### src/rtl/input_frame_assembler.sv
// Assembles N_BYTES UART bytes into one wide frame with a valid/ready handoff,
// an overrun flag for bytes dropped while a frame is held, and an idle timeout.
module input_frame_assembler #(
    parameter int unsigned N_BYTES     = 16,
    parameter int unsigned TIMEOUT_CYC = 86800
) (
    input  logic                   clk,
    input  logic                   reset,
    input  logic [7:0]             rx_data,
    input  logic                   rx_valid,
    output logic [8*N_BYTES-1:0]   frame_data,
    output logic                   frame_valid,
    input  logic                   frame_ready,
    output logic [6:0]             byte_count,
    output logic                   overrun,
    output logic                   timeout_err,
    output logic [7:0]             led
);

    localparam int unsigned FRAME_W = 8 * N_BYTES;
    localparam int unsigned IDLE_W  = (TIMEOUT_CYC > 2) ? $clog2(TIMEOUT_CYC) : 1;
    localparam int unsigned CNT_W   = 7;

    typedef enum logic {COLLECT = 1'b0, HOLD = 1'b1} state_t;

    state_t               state, state_n;
    logic [FRAME_W-1:0]   frame_n;
    logic                 valid_n;
    logic [CNT_W-1:0]     cnt_n;
    logic                 ovr_n;
    logic                 to_n;
    logic [7:0]           led_n;
    logic [IDLE_W-1:0]    idle, idle_n;

    // State and all outputs registered together
    always_ff @(posedge clk) begin
        if (reset) begin
            state       <= COLLECT;
            frame_data  <= '0;
            frame_valid <= 1'b0;
            byte_count  <= '0;
            overrun     <= 1'b0;
            timeout_err <= 1'b0;
            led         <= 8'h00;
            idle        <= '0;
        end else begin
            state       <= state_n;
            frame_data  <= frame_n;
            frame_valid <= valid_n;
            byte_count  <= cnt_n;
            overrun     <= ovr_n;
            timeout_err <= to_n;
            led         <= led_n;
            idle        <= idle_n;
        end
    end

    // Next-state: byte collection, hold/handshake, idle timeout
    always_comb begin
        state_n = state;
        frame_n = frame_data;
        valid_n = frame_valid;
        cnt_n   = byte_count;
        ovr_n   = overrun;
        to_n    = 1'b0;
        led_n   = led;
        idle_n  = idle;

        case (state)
            COLLECT: begin
                if (rx_valid) begin
                    for (int unsigned k = 0; k < N_BYTES; k++) begin
                        if (byte_count == CNT_W'(k)) begin
                            frame_n[8*k +: 8] = rx_data;
                        end
                    end
                    led_n  = rx_data;
                    idle_n = '0;
                    if (byte_count == CNT_W'(N_BYTES - 1)) begin
                        cnt_n   = CNT_W'(N_BYTES);
                        valid_n = 1'b1;
                        state_n = HOLD;
                    end else begin
                        cnt_n = CNT_W'(byte_count + CNT_W'(1));
                    end
                end else if (byte_count != '0) begin
                    if (idle == IDLE_W'(TIMEOUT_CYC - 1)) begin
                        cnt_n  = '0;
                        to_n   = 1'b1;
                        idle_n = '0;
                    end else begin
                        idle_n = IDLE_W'(idle + IDLE_W'(1));
                    end
                end else begin
                    idle_n = '0;
                end
            end
            HOLD: begin
                idle_n = '0;
                if (frame_ready) begin
                    valid_n = 1'b0;
                    state_n = COLLECT;
                    cnt_n   = '0;
                    // A byte arriving with the handshake opens the next frame
                    if (rx_valid) begin
                        frame_n[7:0] = rx_data;
                        led_n        = rx_data;
                        cnt_n        = CNT_W'(1);
                    end
                end else if (rx_valid) begin
                    ovr_n = 1'b1;
                end
            end
            default: state_n = COLLECT;
        endcase
    end

endmodule

### config.mk
export PLATFORM = sky130hd
export DESIGN_NAME = input_frame_assembler
export DESIGN_NICKNAME = d
export VERILOG_FILES = /design/src/rtl/input_frame_assembler.sv
export SDC_FILE = /design/constraint.sdc
export NUM_CORES = 1
export LEC_CHECK = 0
export ABC_AREA = 1
export CORE_MARGIN = 5
export CORE_UTILIZATION = 52
export CTS_CLUSTER_SIZE = 12
export DETAILED_ROUTE_END_ITERATION = 12
export PLACE_DENSITY = 0.84
export SYNTH_ARGS = -nofsm -noshare
export SYNTH_HDL_FRONTEND = slang
export SYNTH_SLANG_ARGS = --single-unit
### constraint.sdc
create_clock -name clk -period 4.2 [get_ports clk]
set_input_delay 0.63 -clock clk [delete_from_list [all_inputs] [get_ports clk]]
set_output_delay 0.63 -clock clk [all_outputs]
set_load 0.1 [all_outputs]
# After elaboration in Yosys (flattened, before gate mapping)
# Index checks and enable logic that the tools add are counted.
op_classes:
  n_shift: 0
  eq_ne: 23
  multipliers: 0
  div_mod_pow: 0
  n_bitwise: 3
  n_reduce_logical: 22
  n_mux: 28
  n_addsub: 2
  order_cmp: 0
op_table:
  columns: ["operator", "n"]
  rows:
  - ["$eq 7x4->1 const B", 8]
  - ["$reduce_and 3->1", 18]
  - ["$mux 17", 3]
  - ["$mux 8", 6]
  - ["$mux 7", 5]
  - ["$pmux 17 s2", 1]
  - ["$pmux 8 s2", 2]
  - ["$eq 7x3->1 const B", 4]
  - ["$add 17x1->17 const B", 1]
  - ["$eq 17x17->1 const B", 1]
  - ["$eq 7x2->1 const B", 2]
  - ["$pmux 7 s2", 1]
  - ["$ne 2x2->1 const B", 5]
  - ["$mux 1", 8]
  - ["$add 7x1->7 const B", 1]
  - ["$eq 7x1->1 const B", 1]
  - ["$logic_not 7->1", 1]
  - ["$reduce_bool 7->1", 1]
  - ["$ne 3x3->1 const B", 2]
  - ["$pmux 1 s2", 2]
  - ["$reduce_and 4->1", 1]
  - ["$reduce_or 4->1", 1]
  - ["$not 1->1", 3]
totals:
  regBits: 164
  mem_count: 0
  latch_bits: 0
  romBits: 0
  in_bits: 12
  ram_bits: 0
  wordCells: 101

# Logic depth before layout (Yosys ltp)
logic_depth:
  depth_word: 5
  depth_mapped: 10
  ltp_nobuf: 10

# Worst setup path before layout
# Ideal clock, no wire load.
synth_path:
  kind: "register to register"
  from: "register byte_count[0]"
  to: "register idle[10]"
  path_buffers: 1
  setup_ns: 0.070
  required_time_ns: 4.130
  arrival_time_ns: 2.113
  path_slack_ns: 2.018
  path_stages_with_launch: 9
  path_cell_list: "dfxtp_1 -> inv_1 -> ha_1 -> nand2_2 -> nor2_4 -> inv_2 -> nand4_2 -> buf_4 -> a21oi_1"
synth_between:
  elab_chain_cells: 4
synth_lines:
  columns: ["element", "line", "source"]
  rows:
  - ["from (decl)", "14", "output logic [6:0] byte_count,"]
  - ["from (signal assigned)", "50", "byte_count <= cnt_n;"]
  - ["$reduce_bool 7->1", "86", "end else if (byte_count != '0) begin"]
  - ["$mux 17", "86", null]
  - ["$mux 17", "71", "if (rx_valid) begin"]
  - ["$pmux 17 s2", "69", "case (state)"]
  - ["to (signal assigned)", "54", "idle <= idle_n;"]
  - ["to (decl)", "33", "logic [IDLE_W-1:0] idle, idle_n;"]
# Every way passes these cells.
# A chain may end at the register's enable or synchronous reset.

# Worst setup path after layout
layout_path:
  from: "register byte_count[2]"
  to: "output port byte_count[2]"
# No word-level cell between the ends.

==> results.md <==
- Hold-fix buffers at CTS: 0
- Slew headroom: 0.305
- CTS H-Tree Depth: 4
- Synth cell count leaders: 286 x nor2_1, 164 x dfxtp_1, 135 x o21ai_0
- Buf/Inv on CP: 1
- Share of layout cells above drive strength 1: 0.0686
- Die Wd: 119 um
- Avg Cell Area, Syn: 7.54 um^2
- Worst setup path class: reg -> out
- Worst setup startpoint: byte_count[2]
- Cells after synthesis: 815
- Cells on worst reg2reg path: 7
- Starting DRT DRC Count: 521
- Post CTS Setup Buffer Count: 0
- Worst Hold Path Cells: 1
- Ant. Diodes: 0
- Die area: 14,100 um^2
- Worst Hold Path EP: idle[0]
- Nets: 983
- Worst r2r src: byte_count[0]
- Multi-input gate area: 2570 um^2
- Top Ports: 158
- Placed Area: 7790 um^2
- Combinational share of power: 0.098
- CTS Buf Count: 17
- FFs w/ async S/R, synth: 0
- DR pass1 iterations: 5
- R2R Path End: frame_data[121]
- P_int: 0.00258 W
- ANT nets after route: 0
- Vias in the first global route: 5,337
- Post-synth EDFFs: 0
- NetSw: 0.000880 W
- Type of origin of the critical path: register
- Crit-path cells: clkdlybuf4s50_1
- CTS tree: yes
- Gr ovfl total: 0
- Area fraction of the dominant cell type after synthesis: 0.534
- Leak Pwr: 3.08 nW
- Final hold vios: 0
- RD Place Congestion: 0.889
- Clock Path Buffers: 2
- Worst Max-Slew Pin Slew: 1040 ps
- DRC violations left: 0
- Switching part of the total: 0.254
- Crit path required time: 3570 ps
- CP max stage delay: 1210 ps
- Area leader, netlist: dfxtp_1
- CP Capture Type: output pin
- Count of pins over their slew limit: 0
- Clock Skew: 6.57 ps
- Synthesized flop and latch total: 164
- Critical path fanouts, max: 9
- Delay-heaviest family, CP: buffers and inverters
- Clk sinks: 164
- Overall power: 0.00346 W
- HP Start: idle[0]
- Crit-path slowest cell: clkdlybuf4s50_1
- First-pass GRT wire length: 27.3 mm
- Final setup fails: 0
- Share of the clock period used by the worst path: 0.658
- Area growth syn-to-layout: 36.3%
- Peak supply drop: 0.267 mV
- Routed vias: 5,828
- Sequential cell area: 3280 um^2
- Syn_nets: 832
- Top post-synthesis cells by area: dfxtp_1 53%, nor2_1 17%, o21ai_0 11%
- Latest clock arrival within the worst-skew pair: 420 ps
- Register area share after synthesis: 0.534
- Fillers: 912
- Setup TNS: 0 ps
- Row count: 39
- Largest net degree at the start of global routing: 73
- Total Routed Length: 17.3 mm
- Starting Density: 0.534
- Wire per inst: 15.5 um
- Die Ht: 119 um
- Max-cap violation count: 0
- Syn. warnings: 0
- Synthesized area: 6140 um^2
- Most frequent cell after synthesis: nor2_1
- Post-DP HPWL: 11.5 mm
- Port bufs: 157
- Clock transition at the registers of the reported paths: 60 ps
- Crit path DAT: 2130 ps
- Clock share of power: 0.442
- Reg2Reg Setup Slack: 2280 ps
- Fmax achieved: 362 MHz
- PostCTS Resize Cnt: 0
- Root Buffer: clkbuf_16
- Antenna violations before repair: 0
- Period minus WS final: 2760 ps
- Sequential Power Share: 0.460
- Worst hold path class: reg -> reg
- Core area: 11,500 um^2
- RSZ-0062 raised after global routing: false
- Most used DFF post-synth: dfxtp_1
- Via/cell ratio: 5.20
- Cell Pwr Density: 413 nW/um^2
- All-layer global routing usage: 0.242
- Netlist cell types: 30
- Post-Layout Inst Area: 8380 um^2
- Status: completed
[metrics by stage]
step / std cells / util / hold slack [ps] / setup WS (ps)
2_1_floorplan: 815 / - / 417 / 2020
3_3_place_gp: 1090 / 0.677 / 428 / 1410
3_5_place_dp: 1090 / 0.677 / 445 / 1310
4_1_cts: 1120 / 0.728 / 452 / 1410
5_1_grt: 1120 / 0.728 / 470 / 1360
6_report: 1120 / 0.728 / 449 / 1440
[worst max-delay path by stage]
| stage | cells after the start | endpoint |
|---|---|---|
| 4_1_cts | 1 | byte_count[2] |
| 2_1_floorplan | 8 | idle[10] |
| 3_5_place_dp | 5 | frame_data[55] |
| 6_report | 1 | byte_count[2] |
| 5_1_grt | 1 | byte_count[2] |
| 3_3_place_gp | 5 | frame_data[88] |
[registers in the layout, summed over array words and instances, names as in the netlist]
| signal | cells |
|---|---|
| timeout_err | 1 |
| state | 1 |
| led | 8 |
| byte_count | 7 |
| overrun | 1 |
| frame_valid | 1 |
| idle | 17 |
| frame_data | 128 |
[layout make-up]
type                    instances  area share
clock inverters                 8      0.0121
repair buffers                159       0.189
flip-flops and latches        164       0.392
multi-input cells             579       0.307
inverters                      45      0.0202
clock buffers                  22      0.0578
well taps                     143      0.0214
[layout by cell type, fill, tap and decap left out, drive strengths merged, types with 5 or more instances in the layout]
cell type	Yosys	final
nor2	292	292
dfxtp	164	164
clkdlybuf4s50	0	157
o21ai	135	135
nand2	79	79
inv	44	44
a21oi	25	25
clkbuf	22	22
nand3	17	17
nor3	8	8
ha	5	5
[logic make-up (layout without fill, tap and decap cells)]
kind of cell,Yosys count,count (layout),share of synthesized area
adder cells (fa/ha/maj),5,5,0.0102
flip-flops,164,164,0.534
XOR/XNOR,4,4,0.00570
AND/OR/NAND/NOR,409,409,0.270
AO/OA/AOI/OAI,161,161,0.133
buffers and inverters,72,234,0.0466
[layer usage]
metal	GRT usage	vias up	wire length, um
met2	0.383	242	7930
met4	0.0992	0	539
met3	0.0807	46	1410
li1	-	2917	-
met5	0	-	0
met1	0.304	2623	7430
[power by group through the flow]
stage	Clock [W]	Sequential (W)	Combinational (W)
floorplan	0	0.00177	0.0000977
global placement	0	0.00163	0.000334
detailed placement	0	0.00163	0.000336
CTS	0.00154	0.00159	0.000338
global route	0.00162	0.00159	0.000359
finish	0.00153	0.00159	0.000339
(Power assumes the default switching activity.)
